**src/rtl/spi_pkg.sv**
```systemverilog
// Shared types and constants for the mode-0 SPI master.
package spi_pkg;

  localparam int CLK_DIV_MIN = 4;
  localparam int SPI_W       = 8;

  typedef enum logic [2:0] {
    ST_IDLE,
    ST_LEAD,
    ST_SHIFT,
    ST_GAP,
    ST_LAG
  } spi_state_e;

endpackage

```
**src/rtl/spi_sck_gen.sv**
```systemverilog
// Half-period counter: produces SCK (idle low) and strobes that fire on the
// cycle SCK is driven 0->1 (rise) or 1->0 (fall).
module spi_sck_gen #(
  parameter int CLK_DIV = 8
) (
  input  logic clk,
  input  logic reset,
  input  logic en,
  input  logic clr,
  output logic sck,
  output logic rise,
  output logic fall
);

  localparam int               CNT_W   = $clog2(CLK_DIV);
  localparam logic [CNT_W-1:0] CNT_MAX = CNT_W'(CLK_DIV - 1);

  logic [CNT_W-1:0] cnt_q, cnt_d;
  logic             sck_q, sck_d;

  // NOTE: every output of a combinational block gets a default first, otherwise
  // paths that skip an assignment infer a latch.
  always_comb begin
    cnt_d = cnt_q;
    sck_d = sck_q;
    rise  = 1'b0;
    fall  = 1'b0;
    if (clr) begin
      cnt_d = '0;
      sck_d = 1'b0;
    end else if (en) begin
      if (cnt_q == CNT_MAX) begin
        cnt_d = '0;
        sck_d = ~sck_q;
        rise  = ~sck_q;
        fall  = sck_q;
      end else begin
        cnt_d = cnt_q + 1'b1;
      end
    end
  end

  // NOTE: sequential state uses non-blocking assignments so all flops update
  // together and simulation matches the synthesised netlist.
  always_ff @(posedge clk) begin
    if (reset) begin
      cnt_q <= '0;
      sck_q <= 1'b0;
    end else begin
      cnt_q <= cnt_d;
      sck_q <= sck_d;
    end
  end

  assign sck = sck_q;

endmodule

```
**src/rtl/spi_master.sv**
```systemverilog
// Byte-oriented SPI master, mode 0, MSB first. SS is held low across a burst
// of bytes ended by tx_last; every received byte is returned with rx_valid.
module spi_master
  import spi_pkg::*;
#(
  parameter int CLK_DIV = 8,
  parameter int SS_LEAD = 4,
  parameter int SS_LAG  = 4
) (
  input  logic             clk,
  input  logic             reset,
  input  logic [SPI_W-1:0] tx_data,
  input  logic             tx_valid,
  input  logic             tx_last,
  output logic             tx_ready,
  output logic [SPI_W-1:0] rx_data,
  output logic             rx_valid,
  output logic             busy,
  output logic             SCK,
  output logic             MOSI,
  input  logic             MISO,
  output logic             SS
);

  localparam int               BIT_W    = $clog2(SPI_W);
  localparam logic [BIT_W-1:0] BIT_LAST = BIT_W'(SPI_W - 1);
  localparam int               DLY_MAX  = (SS_LEAD > SS_LAG) ? SS_LEAD : SS_LAG;
  localparam int               DLY_W    = $clog2(DLY_MAX + 1);
  localparam logic [DLY_W-1:0] LEAD_END = DLY_W'(SS_LEAD - 1);
  localparam logic [DLY_W-1:0] LAG_END  = DLY_W'(SS_LAG - 1);

  if (CLK_DIV < CLK_DIV_MIN) begin : g_clk_div_chk
    $error("spi_master: CLK_DIV must be at least %0d", CLK_DIV_MIN);
  end

  spi_state_e       state_q, state_d;
  logic [DLY_W-1:0] dly_q, dly_d;
  logic [BIT_W-1:0] bit_q, bit_d;
  logic [SPI_W-1:0] tx_sr_q, tx_sr_d;
  logic [SPI_W-1:0] rx_sr_q, rx_sr_d;
  logic [SPI_W-1:0] rx_data_q, rx_data_d;
  logic             rx_valid_q, rx_valid_d;
  logic             last_q, last_d;
  logic             tx_ready_q, tx_ready_d;
  logic             ss_q, ss_d;
  logic             busy_q, busy_d;
  logic             miso_s1_q, miso_s1_d;
  logic             miso_s2_q, miso_s2_d;

  logic accept;
  logic sck_en, sck_rise, sck_fall;

  assign sck_en = (state_q == ST_SHIFT);

  spi_sck_gen #(.CLK_DIV(CLK_DIV)) u_sck_gen (
    .clk   (clk),
    .reset (reset),
    .en    (sck_en),
    .clr   (~sck_en),
    .sck   (SCK),
    .rise  (sck_rise),
    .fall  (sck_fall)
  );

  always_comb begin
    accept     = tx_valid && tx_ready_q;
    state_d    = state_q;
    bit_d      = (state_q == ST_SHIFT) ? bit_q : '0;
    tx_sr_d    = tx_sr_q;
    rx_sr_d    = rx_sr_q;
    rx_data_d  = rx_data_q;
    rx_valid_d = 1'b0;
    last_d     = last_q;
    miso_s1_d  = MISO;
    miso_s2_d  = miso_s1_q;

    case (state_q)
      ST_IDLE, ST_GAP: begin
        if (accept) begin
          state_d = (state_q == ST_IDLE) ? ST_LEAD : ST_SHIFT;
          tx_sr_d = tx_data;
          last_d  = tx_last;
        end
      end
      ST_LEAD: if (dly_q == LEAD_END) state_d = ST_SHIFT;
      ST_SHIFT: begin
        if (sck_rise) rx_sr_d = {rx_sr_q[SPI_W-2:0], miso_s2_q};
        if (sck_fall) begin
          bit_d = bit_q + 1'b1;
          if (bit_q == BIT_LAST) begin
            rx_data_d  = rx_sr_q;
            rx_valid_d = 1'b1;
            state_d    = last_q ? ST_LAG : ST_GAP;
          end else begin
            tx_sr_d = {tx_sr_q[SPI_W-2:0], 1'b0};
          end
        end
      end
      ST_LAG:  if (dly_q == LAG_END) state_d = ST_IDLE;
      default: state_d = ST_IDLE;
    endcase

    dly_d = (state_d == state_q && (state_q == ST_LEAD || state_q == ST_LAG))
            ? dly_q + 1'b1 : '0;
    // Ready is derived from the current state, so it rises one cycle after
    // entering IDLE/GAP and never coincides with rx_valid.
    tx_ready_d = (state_q == ST_IDLE || state_q == ST_GAP) && !accept;
    ss_d       = (state_d == ST_IDLE);
    busy_d     = (state_d != ST_IDLE);
  end

  always_ff @(posedge clk) begin
    if (reset) begin
      state_q    <= ST_IDLE;
      dly_q      <= '0;
      bit_q      <= '0;
      tx_sr_q    <= '0;
      rx_sr_q    <= '0;
      rx_data_q  <= '0;
      rx_valid_q <= 1'b0;
      last_q     <= 1'b0;
      tx_ready_q <= 1'b0;
      ss_q       <= 1'b1;
      busy_q     <= 1'b0;
      miso_s1_q  <= 1'b0;
      miso_s2_q  <= 1'b0;
    end else begin
      state_q    <= state_d;
      dly_q      <= dly_d;
      bit_q      <= bit_d;
      tx_sr_q    <= tx_sr_d;
      rx_sr_q    <= rx_sr_d;
      rx_data_q  <= rx_data_d;
      rx_valid_q <= rx_valid_d;
      last_q     <= last_d;
      tx_ready_q <= tx_ready_d;
      ss_q       <= ss_d;
      busy_q     <= busy_d;
      miso_s1_q  <= miso_s1_d;
      miso_s2_q  <= miso_s2_d;
    end
  end

  // The MSB of the shift register is the MOSI flop itself.
  assign MOSI     = tx_sr_q[SPI_W-1];
  assign SS       = ss_q;
  assign busy     = busy_q;
  assign tx_ready = tx_ready_q;
  assign rx_data  = rx_data_q;
  assign rx_valid = rx_valid_q;

endmodule

```
**config.mk**
```make
export PLATFORM = sky130hd
export DESIGN_NAME = spi_master
export DESIGN_NICKNAME = d
export VERILOG_FILES = /design/src/rtl/spi_pkg.sv /design/src/rtl/spi_sck_gen.sv /design/src/rtl/spi_master.sv
export SDC_FILE = /design/constraint.sdc
export NUM_CORES = 1
export LEC_CHECK = 0
export CORE_MARGIN = 3
export CORE_UTILIZATION = 25
export CTS_CLUSTER_SIZE = 30
export DETAILED_ROUTE_END_ITERATION = 8
export PLACE_DENSITY = 0.42
export SYNTH_ARGS = -nofsm -noshare
export SYNTH_HDL_FRONTEND = slang
export SYNTH_HIERARCHICAL = 1
export SYNTH_SLANG_ARGS = --single-unit
```
**constraint.sdc**
```tcl
create_clock -name clk -period 3.3 [get_ports clk]
set_input_delay 0.33 -clock clk [delete_from_list [all_inputs] [get_ports clk]]
set_output_delay 0.33 -clock clk [all_outputs]
set_load 0.01 [all_outputs]
```
## Word-level counts from Yosys, hierarchy flattened

Index checks and enable logic that the tools add are counted.

- Bits in registers: 44
- Bits of input ports: 13
- Output and inout bits: 14
- Word-level logic and storage cells: 72

- $add $sub $neg: 3
- Eq/ne operators: 11
- Multiplexer cells: 20
- Bitwise logic cells: 4
- Reduce and logical (&&, ||, !) cells: 19

Operator list:

| operator | number |
|---|---|
| 3-bit two-way mux | 9 |
| 8-bit two-way mux | 3 |
| 8-bit case mux with 2 select lines | 1 |
| 3-bit case mux with 4 select lines | 1 |
| 3-bit by 1-bit adder with 3-bit output (second input constant) | 3 |
| 3-bit by 2-bit == test with 1-bit output (second input constant) | 3 |
| 3-bit == test (second input constant) | 3 |
| 3-bit zero test | 2 |
| 2-bit OR reduction | 3 |
| 3-bit OR reduction | 2 |
| 1-bit two-way mux | 5 |
| 2-bit != test (second input constant) | 2 |
| 1-bit inverter | 4 |
| 2-bit AND reduction | 2 |
| 4-bit AND reduction | 1 |
| 3-bit by 1-bit == test with 1-bit output (second input constant) | 1 |
| 3-bit == test | 1 |
| 1-bit logical AND | 3 |
| 3-bit AND reduction | 1 |
| 3-bit nonzero test | 1 |
| 1-bit logical OR | 2 |
| 2-bit two-way mux | 1 |
| 2-bit by 1-bit != test with 1-bit output (second input constant) | 1 |
| 2-bit nonzero test | 1 |
| 1-bit zero test | 1 |

## Longest topological paths before layout

Gate-level depths: netlist of the first run.

- Word-level depth: 9
- Gate-level depth with buffers: 12

## Hierarchy

The synthesis of the first run kept the hierarchy.

By module, submodules not included:

| module | instances | cells each | area an instance (um2) | seq. area each (um2) |
|---|---|---|---|---|
| spi_master | 1 | 186 | 1,631.6 | 800.8 |
| spi_sck_gen | 1 | 21 | 209.0 | 80.1 |

## Worst setup path before layout of the first run

Ideal clock, no wire load.

- Kind: reg-to-reg
- From: register state_q[1]
- To: register tx_sr_q[3]
- Setup time: 0.088 ns
- Arrival time: 2.278 ns
- Data required time: 3.212 ns
- Slack: 0.933 ns
- Stages on the path, launching flop included: 13
- Path buffers: 5
- Cells stage by stage: dfxtp_1 buf_4 nor3b_2 buf_4 buf_4 nand2_1 nor3b_1 buf_2 nand4bb_1 a31oi_4 buf_6 nor2_1 a311oi_2

- Word-level cells in the longest chain between the ends: 4

RTL lines:

| what | RTL line | source |
|---|---|---|
| start, declared | spi_master.sv:36 | `spi_state_e state_q, state_d;` |
| start signal, assigned | spi_master.sv:128 | `state_q <= state_d;` |
| 3-bit by 2-bit == test with 1-bit output | spi_master.sv:53 | `assign sck_en = (state_q == ST_SHIFT);` |
| net sck_en | spi_master.sv:51 | `logic sck_en, sck_rise, sck_fall;` |
| 1-bit two-way mux | spi_sck_gen.sv:28 | `if (clr) begin` |
| net sck_fall | spi_master.sv:51 |  |
| 2-bit by 1-bit != test with 1-bit output (no line) | - |  |
| 4-bit AND reduction (no line) | - |  |
| end signal, assigned | spi_master.sv:131 | `tx_sr_q <= tx_sr_d;` |
| end, declared | spi_master.sv:39 | `logic [SPI_W-1:0] tx_sr_q, tx_sr_d;` |

The timed path passes the listed nets, and every way through them passes these cells.
A chain may end at the register's enable or synchronous reset.

## Final worst setup path of the first run

- From: register state_q[1]
- To: register tx_sr_q[1]

- Word-level cells in the longest chain between the ends: 4

RTL lines:

| what | RTL line |
|---|---|
| 3-bit by 2-bit == test with 1-bit output | spi_master.sv:53 |
| 1-bit two-way mux | spi_sck_gen.sv:28 |
| net sck_fall | spi_master.sv:51 |
| 2-bit by 1-bit != test with 1-bit output (no line) | - |
| 4-bit AND reduction (no line) | - |

The timed path passes the listed nets, and every way through them passes these cells.

==> results of run 1 <==
## cell usage in the layout (no fill, tap or decap), types with 2 or more instances in the layout
| cell type | instances |
|---|---|
| nand3_1 | 2 |
| nor4_1 | 2 |
| nand2b_1 | 2 |
| nand4bb_1 | 2 |
| and2_1 | 2 |
| o21ai_0 | 2 |
| buf_4 | 5 |
| dfxtp_1 | 44 |
| ha_1 | 6 |
| inv_1 | 3 |
| clkbuf_8 | 5 |
| a21oi_1 | 20 |
| nor2_1 | 16 |
| nand2_1 | 51 |
| clkdlybuf4s50_1 | 26 |
| a311oi_1 | 5 |
| mux2i_1 | 5 |
| nor2b_1 | 2 |
| xor2_1 | 2 |
| nor3_1 | 8 |
| nand3b_1 | 2 |
| a311oi_2 | 2 |
## logic make-up (layout without fill, tap and decap cells)
group / count (synthesis) / in the layout / share of synthesized area [%]
flops: 44 / 44 / 47.9
simple gates: 96 / 96 / 24.6
buf+inv: 17 / 41 / 4.96
mux: 5 / 5 / 2.72
xor+xnor: 3 / 3 / 1.43
fa+ha+maj: 6 / 6 / 4.08
compound gates: 36 / 36 / 14.3
## cell type report
cell class	count	area share (%)
Clock inverter	1	1.32
Tap cell	96	5.27
Timing Repair Buffer	31	13.1
Clock buffer	5	3.02
Sequential cell	44	38.6
Inverter	4	0.658
Multi-Input combinational cell	146	38.1
## through the flow
step	util, %	hold WS (ps)	setup WS (ps)	cells
floorplan	-	399	933	207
global placement	31.3	417	830	321
detailed placement	31.3	422	780	321
CTS	32.7	435	756	327
global route	32.7	463	505	327
finish	32.7	430	772	327
## report_power, final
group	switching [mW]	total [mW]	internal (mW)
Clock	0.171	0.388	0.217
Combinational	0.0302	0.0655	0.0353
Sequential	0.0104	0.555	0.544
## final timing paths
check | startpoint | to | depth (start not counted)
worst min-delay path | dly_q[0] | dly_q[0] | 1
worst min register to register | dly_q[0] | dly_q[0] | 1
worst max-delay path | state_q[1] | tx_sr_q[1] | 9
worst max register to register | state_q[1] | tx_sr_q[1] | 9
## metal layers
metal,global-route usage (%),vias up
met5,0,-
met2,14.1,21
li1,-,751
met4,2.97,0
met3,3.69,4
met1,12.1,643
## worst reg2reg max path, cell delays in order (launching register included)
cell	delay, ps
dfxtp_1	550
nor3b_2	260
buf_4	200
nand2_1	80
nor3b_1	170
buf_4	190
nand4bb_1	160
a31oi_4	480
nor2_1	80
a311oi_1	260
## registers in the layout, indices dropped and copies added (netlist names), 3 cells and up
name and cells:
bit_q 3, dly_q 3, rx_data 8, rx_sr_q 8, state_q 3, tx_sr_q 8
u_sck_gen/cnt_q 3
==> flow_summary.toml, run 1 <==
[critical_path]
arrival_ps = 2720
r2r_slack_ps = 770
crit_family = "simple AND/OR/NAND/NOR gates"
worstSetupPathType = "flop to flop"
path_common_cell = "buf_4"
max_stage_delay_ps = 550
worst-path-buf-inv = 2
worstPathCellList = "nor3b_2 -> buf_4 -> nand2_1 -> nor3b_1 -> buf_4 -> nand4bb_1 -> a31oi_4 -> nor2_1 -> a311oi_1"
start_kind = "flop"
worstSetupEndpointType = "flop"
slowest_stage = "dfxtp_1"
required_ps = 3490
cp_max_fo = 16

[die]
dieArea_sq_um = 8430
fp.coreArea_sq_um = 6980
die_h_microns = 91.8
pin_count = 27
die_w_microns = 91.8
num_rows = 30
initial_utilization_pct = 26.4

[power]
power.total_mw = 1.01
ir_worst_vdd_uv = 144
p_per_area_nw_per_um2 = 442
p_leak_nw = 0.769

[synthesis]
synth_cell_types = 39
synth.net_count = 226
yosys_warnings = 6
synth_common_cells = "51 x nand2_1, 44 x dfxtp_1, 20 x a21oi_1"
synthFlopType = "dfxtp_1"
synth_area_leader_cell = "dfxtp_1"
synth_edf_count = 0
syn_area_sq_um = 1840
ys_ff_latch = 44
syn_inst = 207
yosys-top-cells-area = "dfxtp_1 48%, nand2_1 10%, a21oi_1 5.4%"
synth.most_common_cell = "nand2_1"
synth_top_area_share_pct = 47.9
synth_area_per_cell_sq_um = 8.89
ys_seq_area_share_pct = 47.9
async_flop_share_pct = 0

[route]
vias = 1419
routed.top_layer = "met4"
routed_wirelength_microns = 3620
antenna_left = 0
met1_length_microns = 1880
wl_met2_microns = 1510
drt-pass1-iter-count = 4
drtIter0Drc = 46
routedWlPerCell_microns = 11.1
wl_met3_microns = 184
drcViolationCount = 0
vias_per_cell = 4.34

[timing]
period_share_pct = 76.6
hold_violations = 0
setup_violations = 0
slew_headroom_pct = 68.9
fmax_mhz = 396
finalCriticalPeriod_ps = 2530
rsz0062_at_grt = "false"
fin_setup_tns_ps = 0
skew_ps = 2.52
drv_slew = 0
worst_pin_slew_ps = 467

[layout]
areaGrowthSynthToFinish_pct = 23.9
drive_gt1_share_pct = 9.96
multi_input_area_sq_um = 868
seqCellArea_sq_um = 881
nFillCells = 757
finalInstanceArea_sq_um = 2280
nets = 251
antenna_cells = 0

[run]
drv_cap = 0

[clock_tree]
cts_max_level = 2
cts_sinks = 44
clock-root-buffer = "clkbuf_8"
clockBufferDepth = 2
cts_hold_buf = 0
cts_buffers = 5
cts_resized = 0
cts_tree = "done"
clk_latency_ps = 290
postCtsSetupBuffers = 0
path_clk_slew_ps = 80

[global_routing]
grt_pass1_wl_microns = 6330
grt_overflow = 0
antenna_found_initial = 0
grt_max_degree = 39
grt_usage_pct = 9.28
grt_pass1_vias = 1356

[placement]
port_buffers = 26
place_congestion = 0.699
hpwl_microns = 2370
dpl_cell_area_sq_um = 2180

[status]
outcome = "completed"

[worst_hold_path]
hold_path_class = "flop to flop"
(Power assumes the default switching activity.)
==> run 2: changes to the inputs <==
PLACE_DENSITY = 0.43   (was 0.42)
clock period = 2.12 ns   (was 3.3 ns; I/O delays follow)
==> run 2 against run 1 <==
  * Count of clock-buffer cells in the layout up 2
  * Non-clock buffer count rose by 4
  * Worst hold slack got worse by 5.1 ps
  * Combinational power increased by 85%
  * Sequential power rose by 55%
  * Via count rose by 3.1%
  * Maximum frequency is 31% higher
  * Die area did not move
  * Clock skew increased by 2.4 ps
  * Setup slack got worse by 580 ps
  * First-iteration DRC count up 22%
  * Power increased by 52%
  * Largest power group unchanged
==> flow_summary.toml, run 2 (synthesis results as in run 1) <==
[layout]
nets = 255
antenna_cells = 0
areaGrowthSynthToFinish_pct = 28.1
final_cells = 333
final_common_cell = "nand2_1"
postLayoutCoreUtil_pct = 33.8
drive_gt1_share_pct = 14.8
layout_common_cells = "50 x nand2_1, 43 x dfxtp_1, 26 x clkdlybuf4s50_1"

[route]
vias_per_cell = 4.39
drtIter0Drc = 56
routedWlPerCell_microns = 11.2
routed_wirelength_microns = 3740
drt-pass1-iter-count = 4
antenna_left = 0
drcViolationCount = 0
vias = 1463

[timing]
finalCriticalPeriod_ps = 1930
worst_slack_ps = 194
slew_headroom_pct = 75.6
setup_violations = 0
worst_pin_slew_ps = 365
fmax_mhz = 519
drv_slew = 0
fin_setup_tns_ps = 0
rsz0062_at_grt = "false"
hold_violations = 0
period_share_pct = 90.8
skew_ps = 4.90

[power]
p_leak_nw = 0.805
p_comb_share_pct = 7.9
switchingPower_uw = 353
netSwitchingFraction_pct = 23.1
ir_worst_vdd_uv = 220
power_frac_clock_pct = 35.9
p_per_area_nw_per_um2 = 649
p_int_mw = 1.18
power.total_mw = 1.53
seq_power_share_pct = 56.2

[critical_path]
worstSetupEndpointType = "flop"
r2r_slack_ps = 190
slowest_stage = "dfxtp_1"
r2r-start = "u_sck_gen/cnt_q[0]"
worstPathCellList = "ha_1 -> ha_2 -> nand2_4 -> nor3b_2 -> nand4bb_1 -> a31oi_4 -> buf_12 -> nor2_1 -> a311oi_1"
start_kind = "flop"
cp_max_fo = 16
r2r_cells = 9
max_stage_delay_ps = 360
worstSetupPathType = "flop to flop"
r2r-end = "tx_sr_q[6]"
required_ps = 2330
arrival_ps = 2130

[global_routing]
grt_overflow = 0
grt_pass1_wl_microns = 6560
grt_max_degree = 19
grt_pass1_vias = 1396
grt_usage_pct = 9.59
antenna_found_initial = 0

[worst_hold_path]
hold_path_class = "flop to flop"
min_to = "dly_q[0]"
holdPathStages = 1
min_from = "dly_q[0]"

[placement]
port_buffers = 26
place_congestion = 0.675
post-place-ws_ps = 166
hpwl_microns = 2580
placed_cells = 325

[die]
die_w_microns = 91.8
dieArea_sq_um = 8430
die_h_microns = 91.8
fp.coreArea_sq_um = 6980
pin_count = 27
num_rows = 30
initial_utilization_pct = 26.4

[clock_tree]
cts_hold_buf = 0
postCtsSetupBuffers = 0
cts_buffers = 5
cts_tree = "done"
clk_latency_ps = 290
cts_max_level = 2
clockBufferDepth = 2
cts_sinks = 44
clock-root-buffer = "clkbuf_8"
path_clk_slew_ps = 80

[status]
outcome = "completed"

[run]
drv_cap = 0
-- run 2: worst max-delay path, delay by kind of cell, from the launching register on --
| kind | cells | cell delay [ps] |
|---|---|---|
| adders and majority gates | 2 | 380 |
| DFF | 1 | 360 |
| AOI/OAI and AO/OA | 2 | 430 |
| buffers and inverters | 1 | 170 |
| and+or+nand+nor | 4 | 490 |
-- run 2: final cells by class --
class | instances | area (sq um)
clock buffers | 7 | 86.3
clock inverters | 1 | 7.51
fillers | 788 | 4620
inverters | 4 | 15.0
multi-input cells | 146 | 906
flip-flops and latches | 44 | 882
well taps | 96 | 120
repair buffers | 35 | 340
-- run 2: through the flow --
step	hold WS [ps]	cell area, sq um
3_3_place_gp	416	2260
5_1_grt	444	2360
4_1_cts	429	2350
6_report	424	2360
3_5_place_dp	417	2260
2_1_floorplan	340	1890
-- run 2: power groups by stage --
| stage | Combinational [mW] | Clock, mW | Sequential (mW) |
|---|---|---|---|
| finish | 0.121 | 0.549 | 0.861 |
| CTS | 0.123 | 0.579 | 0.862 |
| floorplan | 0.0653 | 0 | 0.882 |
| global placement | 0.121 | 0 | 0.881 |
| detailed placement | 0.122 | 0 | 0.881 |
| global route | 0.134 | 0.605 | 0.866 |
-- run 2: metal layers --
layer | share of wire (%) | routed length (microns) | track usage [%]
met3 | 4.3 | 161 | 2.87
met5 | 0 | 0 | 0
met1 | 49 | 1820 | 12.2
met2 | 45 | 1690 | 15.1
met4 | 1.7 | 62 | 4.08
-- run 2: worst max path at each step --
stage | start | end | slack (ps) | cells after the start
6_report | u_sck_gen/cnt_q[0] | tx_sr_q[6] | 190 | 9
3_3_place_gp | state_q[0] | rx_sr_q[6] | 210 | 7
4_1_cts | u_sck_gen/cnt_q[0] | tx_sr_q[6] | 150 | 9
3_5_place_dp | u_sck_gen/cnt_q[0] | tx_sr_q[1] | 170 | 9
5_1_grt | u_sck_gen/cnt_q[0] | tx_sr_q[1] | 20 | 9
2_1_floorplan | state_q[1] | tx_sr_q[3] | -50 | 12
-- run 2: repair_timing --
action                     CTS  global route
hold endpoints to repair     0             0
setup endpoints to repair    0             6
gates resized for setup      0             2
